## config.mk

```make
export PLATFORM = sky130hd
export DESIGN_NAME = ctrl_pipe_tracker
export DESIGN_NICKNAME = d
export VERILOG_FILES = /design/src/rtl/ctrl_pipe_tracker_pkg.sv /design/src/rtl/ctrl_pipe_tracker_stage_reg.sv /design/src/rtl/ctrl_pipe_tracker.sv
export SDC_FILE = /design/constraint.sdc
export NUM_CORES = 1
export LEC_CHECK = 0
export BUFFER_PORTS_ARGS = -buffer_cell sky130_fd_sc_hd__buf_2
export CELL_PAD_IN_SITES_DETAIL_PLACEMENT = 1
export CELL_PAD_IN_SITES_GLOBAL_PLACEMENT = 1
export CORE_AREA = 5 5 76 78
export CTS_CLUSTER_DIAMETER = 50
export DETAILED_ROUTE_END_ITERATION = 8
export DIE_AREA = 0 0 81 83
export GPL_ROUTABILITY_DRIVEN = 0
export HOLD_SLACK_MARGIN = 0.02
export PLACE_DENSITY = 0.77
export SYNTH_ARGS = -nofsm -noshare
export SYNTH_HDL_FRONTEND = slang
export SYNTH_SLANG_ARGS = --single-unit
export TNS_END_PERCENT = 100
```

## constraint.sdc

```tcl
create_clock -name clk -period 0.8 [get_ports clk]
set_input_delay 0.04 -clock clk [delete_from_list [all_inputs] [get_ports clk]]
set_output_delay 0.04 -clock clk [all_outputs]
set_load 0.01 [all_outputs]
```

## src/rtl/ctrl_pipe_tracker_pkg.sv

```systemverilog
// ---------------------------------------------------------------------------
// ctrl_pipe_tracker_pkg
// Shared constants for the pipeline control tracker: PC source, write-back
// address source and write-back data source encodings (same values as the
// MIPS core's define set), plus the layout of the per-stage control bundle.
//
// Bundle layout (LSB first):
//   [ADDR_W-1:0]  regw_addr
//   [ADDR_W+0]    wb_data_src
//   [ADDR_W+1]    mem_wen
//   [ADDR_W+2]    mem_ren
//   [ADDR_W+3]    wb_wen
//   [ADDR_W+4]    is_branch
//   [ADDR_W+5]    valid
// ---------------------------------------------------------------------------
package ctrl_pipe_tracker_pkg;

  // PC source select; anything other than PC_NEXT is a taken-path candidate
  localparam logic [2:0] PC_NEXT = 3'd0;
  localparam logic [2:0] PC_JUMP = 3'd1;
  localparam logic [2:0] PC_JR   = 3'd2;
  localparam logic [2:0] PC_BEQ  = 3'd3;
  localparam logic [2:0] PC_BNE  = 3'd4;

  // Destination register select; encoding 3 is reserved and means "no write"
  typedef enum logic [1:0] {
    WB_ADDR_RD   = 2'd0,
    WB_ADDR_RT   = 2'd1,
    WB_ADDR_LINK = 2'd2,
    WB_ADDR_RSVD = 2'd3
  } wb_addr_sel_e;

  // Write-back data select
  localparam logic WB_DATA_ALU = 1'b0;
  localparam logic WB_DATA_MEM = 1'b1;

  // Link register used by JAL/JALR
  localparam int unsigned LINK_REG = 31;

  // Number of single-bit control flags carried next to regw_addr
  localparam int unsigned BUNDLE_FLAG_W = 6;

  // Flag offsets relative to the top of the address field
  localparam int unsigned OFS_WDS = 0;
  localparam int unsigned OFS_MWE = 1;
  localparam int unsigned OFS_MRE = 2;
  localparam int unsigned OFS_WEN = 3;
  localparam int unsigned OFS_BR  = 4;
  localparam int unsigned OFS_VLD = 5;

  // Total bundle width for a given register address width
  function automatic int unsigned bundle_w(input int unsigned addr_w);
    return addr_w + BUNDLE_FLAG_W;
  endfunction

endpackage

```

## src/rtl/ctrl_pipe_tracker_stage_reg.sv

```systemverilog
// ---------------------------------------------------------------------------
// ctrl_stage_reg
// One pipeline stage's control bundle register. Priority, highest first:
// global reset (rst_n low), stage clear (clr), load (en), hold.
//
// Ports:
//   clk    in   1   main clock
//   rst_n  in   1   synchronous reset, active-low
//   clr    in   1   stage clear from the controller
//   en     in   1   stage load enable from the controller
//   d      in   W   bundle from the upstream stage
//   q      out  W   registered bundle
// ---------------------------------------------------------------------------
module ctrl_stage_reg
  import ctrl_pipe_tracker_pkg::*;
#(
  parameter int unsigned W = bundle_w(5)
) (
  input  logic         clk,
  input  logic         rst_n,
  input  logic         clr,
  input  logic         en,
  input  logic [W-1:0] d,
  output logic [W-1:0] q
);

  logic [W-1:0] bundle_d;
  logic [W-1:0] bundle_q;

  // Clear beats load when the controller asserts both
  always_comb begin
    bundle_d = bundle_q;
    if (clr) begin
      bundle_d = '0;
    end else if (en) begin
      bundle_d = d;
    end
  end

  always_ff @(posedge clk) begin
    if (!rst_n) begin
      bundle_q <= '0;
    end else begin
      bundle_q <= bundle_d;
    end
  end

  assign q = bundle_q;

endmodule

```

## src/rtl/ctrl_pipe_tracker.sv

```systemverilog
// ---------------------------------------------------------------------------
// ctrl_pipe_tracker
// Responder side of the controller's per-stage rst/en/valid protocol for the
// 5-stage MIPS CPU. Decodes the ID-stage control bundle, carries it through
// EXE, MEM and WB registers, and returns hazard feedback and stage valids.
//
// Optional feature macro: CTRL_PERF_CNT_EN adds retired/bubble/flush
// performance counters and their output ports.
//
// Ports:
//   clk, rst_n                      clock, synchronous active-low reset
//   id_valid, inst                  ID-stage instruction and its valid flag
//   pc_src, wb_addr_src             decoded PC source / destination select
//   wb_data_src, wb_wen             decoded write-back select / enable
//   mem_ren, mem_wen                decoded memory enables
//   {exe,mem,wb}_rst, _en           per-stage clear / load from controller
//   {exe,mem,wb}_valid              stage valid flags
//   is_branch_exe, is_branch_mem    stage holds a jump/branch
//   regw_addr_{exe,mem,wb}          destination register (0 when no write)
//   wb_wen_{exe,mem,wb}             register write enable, valid-gated
//   mem_ren_mem, mem_wen_mem        MEM-stage memory enables, valid-gated
//   wb_data_src_wb                  WB mux select
//   perf_retired/bubbles/flushes    counters (CTRL_PERF_CNT_EN only)
// ---------------------------------------------------------------------------
module ctrl_pipe_tracker
  import ctrl_pipe_tracker_pkg::*;
#(
  parameter int unsigned ADDR_W = 5,
  parameter int unsigned CNT_W  = 32
) (
  input  logic              clk,
  input  logic              rst_n,
  input  logic              id_valid,
  input  logic [31:0]       inst,
  input  logic [2:0]        pc_src,
  input  logic [1:0]        wb_addr_src,
  input  logic              wb_data_src,
  input  logic              wb_wen,
  input  logic              mem_ren,
  input  logic              mem_wen,
  input  logic              exe_rst,
  input  logic              exe_en,
  input  logic              mem_rst,
  input  logic              mem_en,
  input  logic              wb_rst,
  input  logic              wb_en,
  output logic              exe_valid,
  output logic              mem_valid,
  output logic              wb_valid,
  output logic              is_branch_exe,
  output logic              is_branch_mem,
  output logic [ADDR_W-1:0] regw_addr_exe,
  output logic [ADDR_W-1:0] regw_addr_mem,
  output logic [ADDR_W-1:0] regw_addr_wb,
  output logic              wb_wen_exe,
  output logic              wb_wen_mem,
  output logic              wb_wen_wb,
  output logic              mem_ren_mem,
  output logic              mem_wen_mem,
  output logic              wb_data_src_wb
`ifdef CTRL_PERF_CNT_EN
  ,
  output logic [CNT_W-1:0]  perf_retired,
  output logic [CNT_W-1:0]  perf_bubbles,
  output logic [CNT_W-1:0]  perf_flushes
`endif
);

  localparam int unsigned BW    = bundle_w(ADDR_W);
  localparam int unsigned I_WDS = ADDR_W + OFS_WDS;
  localparam int unsigned I_MWE = ADDR_W + OFS_MWE;
  localparam int unsigned I_MRE = ADDR_W + OFS_MRE;
  localparam int unsigned I_WEN = ADDR_W + OFS_WEN;
  localparam int unsigned I_BR  = ADDR_W + OFS_BR;
  localparam int unsigned I_VLD = ADDR_W + OFS_VLD;

  logic [ADDR_W-1:0] id_regw_addr;
  logic              id_wen;
  logic [BW-1:0]     id_bundle;
  logic [BW-1:0]     exe_bundle;
  logic [BW-1:0]     mem_bundle;
  logic [BW-1:0]     wb_bundle;

  // ---- ID decode ----------------------------------------------------------
  // The reserved select and any non-writing instruction report register 0,
  // so downstream hazard logic never sees a phantom destination.
  always_comb begin
    id_regw_addr = '0;
    id_wen       = wb_wen;
    case (wb_addr_sel_e'(wb_addr_src))
      WB_ADDR_RD:   id_regw_addr = ADDR_W'(inst[15:11]);
      WB_ADDR_RT:   id_regw_addr = ADDR_W'(inst[20:16]);
      WB_ADDR_LINK: id_regw_addr = ADDR_W'(LINK_REG);
      default:      id_wen       = 1'b0;
    endcase
    if (!id_wen) begin
      id_regw_addr = '0;
    end
  end

  assign id_bundle = {id_valid, (pc_src != PC_NEXT), id_wen,
                      mem_ren, mem_wen, wb_data_src, id_regw_addr};

  // ---- ID -> EXE ----------------------------------------------------------
  ctrl_stage_reg #(.W(BW)) u_exe_reg (
    .clk   (clk),
    .rst_n (rst_n),
    .clr   (exe_rst),
    .en    (exe_en),
    .d     (id_bundle),
    .q     (exe_bundle)
  );

  // ---- EXE -> MEM ---------------------------------------------------------
  ctrl_stage_reg #(.W(BW)) u_mem_reg (
    .clk   (clk),
    .rst_n (rst_n),
    .clr   (mem_rst),
    .en    (mem_en),
    .d     (exe_bundle),
    .q     (mem_bundle)
  );

  // ---- MEM -> WB ----------------------------------------------------------
  ctrl_stage_reg #(.W(BW)) u_wb_reg (
    .clk   (clk),
    .rst_n (rst_n),
    .clr   (wb_rst),
    .en    (wb_en),
    .d     (mem_bundle),
    .q     (wb_bundle)
  );

  // ---- Output gating ------------------------------------------------------
  // Every hazard-bearing flag is qualified by its stage valid so that a
  // bubble or squashed slot can never stall or forward.
  assign exe_valid      = exe_bundle[I_VLD];
  assign mem_valid      = mem_bundle[I_VLD];
  assign wb_valid       = wb_bundle[I_VLD];

  assign is_branch_exe  = exe_bundle[I_BR] & exe_valid;
  assign is_branch_mem  = mem_bundle[I_BR] & mem_valid;

  assign wb_wen_exe     = exe_bundle[I_WEN] & exe_valid;
  assign wb_wen_mem     = mem_bundle[I_WEN] & mem_valid;
  assign wb_wen_wb      = wb_bundle[I_WEN] & wb_valid;

  assign regw_addr_exe  = wb_wen_exe ? exe_bundle[ADDR_W-1:0] : '0;
  assign regw_addr_mem  = wb_wen_mem ? mem_bundle[ADDR_W-1:0] : '0;
  assign regw_addr_wb   = wb_wen_wb  ? wb_bundle[ADDR_W-1:0]  : '0;

  assign mem_ren_mem    = mem_bundle[I_MRE] & mem_valid;
  assign mem_wen_mem    = mem_bundle[I_MWE] & mem_valid;

  assign wb_data_src_wb = wb_bundle[I_WDS];

  // Fields carried for uniformity but not consumed at these stages
  logic unused_fields;
  assign unused_fields = ^{inst[31:21], inst[10:0],
                           exe_bundle[I_WDS], exe_bundle[I_MWE], exe_bundle[I_MRE],
                           mem_bundle[I_WDS],
                           wb_bundle[I_BR], wb_bundle[I_MWE], wb_bundle[I_MRE]};

`ifdef CTRL_PERF_CNT_EN
  // ---- Performance counters -----------------------------------------------
  // flushes counts every cycle a valid ID instruction is held back by
  // exe_en=0 (not a distinct-instruction count). All counters wrap.
  logic [CNT_W-1:0] retired_d, retired_q;
  logic [CNT_W-1:0] bubbles_d, bubbles_q;
  logic [CNT_W-1:0] flushes_d, flushes_q;

  always_comb begin
    retired_d = retired_q;
    bubbles_d = bubbles_q;
    flushes_d = flushes_q;
    if (wb_en && wb_valid && !wb_rst) begin
      retired_d = retired_q + 1'b1;
    end
    if (exe_rst) begin
      bubbles_d = bubbles_q + 1'b1;
    end
    if (id_valid && !exe_en && !exe_rst) begin
      flushes_d = flushes_q + 1'b1;
    end
  end

  always_ff @(posedge clk) begin
    if (!rst_n) begin
      retired_q <= '0;
      bubbles_q <= '0;
      flushes_q <= '0;
    end else begin
      retired_q <= retired_d;
      bubbles_q <= bubbles_d;
      flushes_q <= flushes_d;
    end
  end

  assign perf_retired = retired_q;
  assign perf_bubbles = bubbles_q;
  assign perf_flushes = flushes_q;
`else
  // CNT_W only sizes the optional counters
  if (CNT_W == 0) begin : g_no_counters
  end
`endif

endmodule

```

==> qor.yml <==
final_area_um2: 1980
end_kind: "output port"
finalHoldViolations: 0
core_um2: 5010
fin_cells: 274
critPathSlowestCell: "dfxtp_4"
arrival_ps: 990
grt_max_degree: 13
cts_buffer_depth: 2
syn_to_final_growth_pct: 51.5
io-pin-count: 76
overflow: 0
rsz0062_at_grt: "true"
die_x_um: 81
highest_layer: "met4"
final_max_slew_viol_count: 0
violations: "setup timing"
rows: 26
worstMarginPinSlew_ps: 359
holdWs_ps: 33.3
start_util: 0.261
clkTransAtPathRegs_ps: 60
path_delay_family: "flip-flops"
register_area_um2: 629
cts_tree: "built"
grt_pass1_vias: 1305
place_inst: 261
period_minus_slack_ps: 1030
fin_skew_ps: 3.95
critPathKind: "register to output port"
crit_path_start_kind: "register"
drt-initial-drc-count: 19
cp_max_fo: 9
syn-cell-area_um2: 1310
viasPerCell: 4.49
synth_nets: 187
synthCells: 137
wl_met3_um: 217
power.density_nw_per_um2: 1540
firstDrtPassIters: 2
die_y_um: 83
peakVddDrop_mv: 0.525
clkSinkCount: 30
dieArea_um2: 6720
htree_levels: 2
ys_seq_area_frac: 0.459
required_ps: 760
finalSetupTns_ps: -4460
wl_per_cell_um: 13.6
layout-drive-gt1-share: 0.446
drc: 0
hpwl_mm: 2.74
placement.io_buffers: 53
cp_cell_sequence: "and3_1 -> buf_2"
place_ws_ps: -90.2
setup_viol: 26
wl_met2_mm: 1.93
final_antenna_net_count: 0
power.total_mw: 3.04
multi_input_area_um2: 678
grt_pass1_wl_mm: 5.78
hold_class: "input pin to register"
syn_area_per_cell_um2: 9.55
antenna_found_initial: 0
via_count: 1231
synth_cell_type_count: 20
p_leak_nw: 0.941
finalWirelength_mm: 3.73
synth-seq-cells: 30
antenna_cells: 0
status: "finished, violations left"
critPathBufInv: 1
final_nets: 253
max_cap_viol_count: 0
clkLatencyLatePin_ps: 270
cts_buffers: 5
layout_setup_ws_ps: -233
grt_usage: 0.110
relSlewSlack: 0.760
cts_root_buf: "clkbuf_8"
max_freq_mhz: 968
max_stage_delay_ps: 390
finalCritPeriodShare: 1.29
fillCellCount: 599
placed_area_um2: 1710
drt-met1-wl_mm: 1.56
ys_warn_count: 0
fin_util: 0.396
## state kept, by name, indices dropped and copies added (netlist names)
name and count:
u_exe_reg.q 11, u_mem_reg.q 11, u_wb_reg.q 8
## metal layers
layer / GRT usage / up-vias
li1: - / 610
met1: 0.123 / 573
met2: 0.182 / 43
met3: 0.0411 / 5
met4: 0.0461 / 0
met5: 0 / -
## cell type report
| class | count | share of cell area |
|---|---|---|
| Tap cell | 70 | 0.0442 |
| Multi-Input combinational cell | 95 | 0.342 |
| Clock buffer | 7 | 0.0435 |
| Clock inverter | 1 | 0.00252 |
| Timing Repair Buffer | 66 | 0.241 |
| Inverter | 5 | 0.00946 |
| Sequential cell | 30 | 0.317 |
## logic make-up after synthesis
kind of cell,count (synthesis),synth area share
AND/OR/NAND/NOR,60,0.235
flip-flops,30,0.459
multiplexers,23,0.176
AO/OA/AOI/OAI,12,0.0803
buffers and inverters,12,0.0497
## final timing paths
path	start	endpoint	slack, ps	depth (start not counted)
max	u_exe_reg.q[10]	regw_addr_exe[1]	-230	2
min	inst[17]	u_exe_reg.q[1]	30	3
max reg2reg	u_exe_reg.q[10]	u_exe_reg.q[10]	-50	3
min reg2reg	u_wb_reg.q[5]	u_wb_reg.q[5]	480	2
## worst reg2reg max path, cell delays in order (launching register included)
cell and delay [ps]:
dfxtp_4 370, buf_6 120, mux2i_1 160, nor2_1 80
## report_power, final
part           total, mW  switching [mW]  internal [mW]  leakage [nW]
registers           1.52          0.0198           1.50         0.250
logic              0.309           0.135          0.174         0.643
clock network       1.22           0.526          0.692        0.0482
total               3.04           0.681           2.36         0.941
## repair_timing
action / 4_1_cts / 5_1_grt
resized for setup: 12 / 26
hold buffers: 2 / 1
pin swaps: 3 / 2
setup buffers: 0 / 2
endpoints found under the hold margin: 2 / 1
setup endpoints to repair: 28 / 31
## Yosys cell counts
master | instances | area [um^2]
nand2_1 | 1 | 3.75
buf_2 | 1 | 5.00
inv_1 | 5 | 18.8
nor2b_4 | 1 | 13.8
nor3_1 | 1 | 5.00
nand3_1 | 1 | 5.00
a21oi_1 | 1 | 5.00
and2_1 | 7 | 43.8
nand2b_1 | 4 | 25.0
a211oi_2 | 1 | 12.5
and3_1 | 15 | 93.8
buf_6 | 2 | 22.5
clkbuf_1 | 3 | 11.3
o32ai_1 | 5 | 43.8
a2bb2oi_1 | 5 | 43.8
dfxtp_1 | 30 | 601
nand4b_1 | 1 | 8.76
buf_4 | 1 | 7.51
nor2_1 | 29 | 109
mux2i_1 | 23 | 230
## layout by cell type (no fill, tap or decap), types with 4 or more instances in the layout
cell,n
mux2i_1,23
o32ai_1,5
nand2b_1,4
dfxtp_2,5
inv_1,5
clkbuf_8,6
dfxtp_1,19
a2bb2oi_1,5
buf_4,5
and3_4,6
buf_2,43
nor2_1,29
buf_6,12
dfxtp_4,6
and2_1,5
and3_1,9
Note: power is estimated with default switching activity, not from simulation.
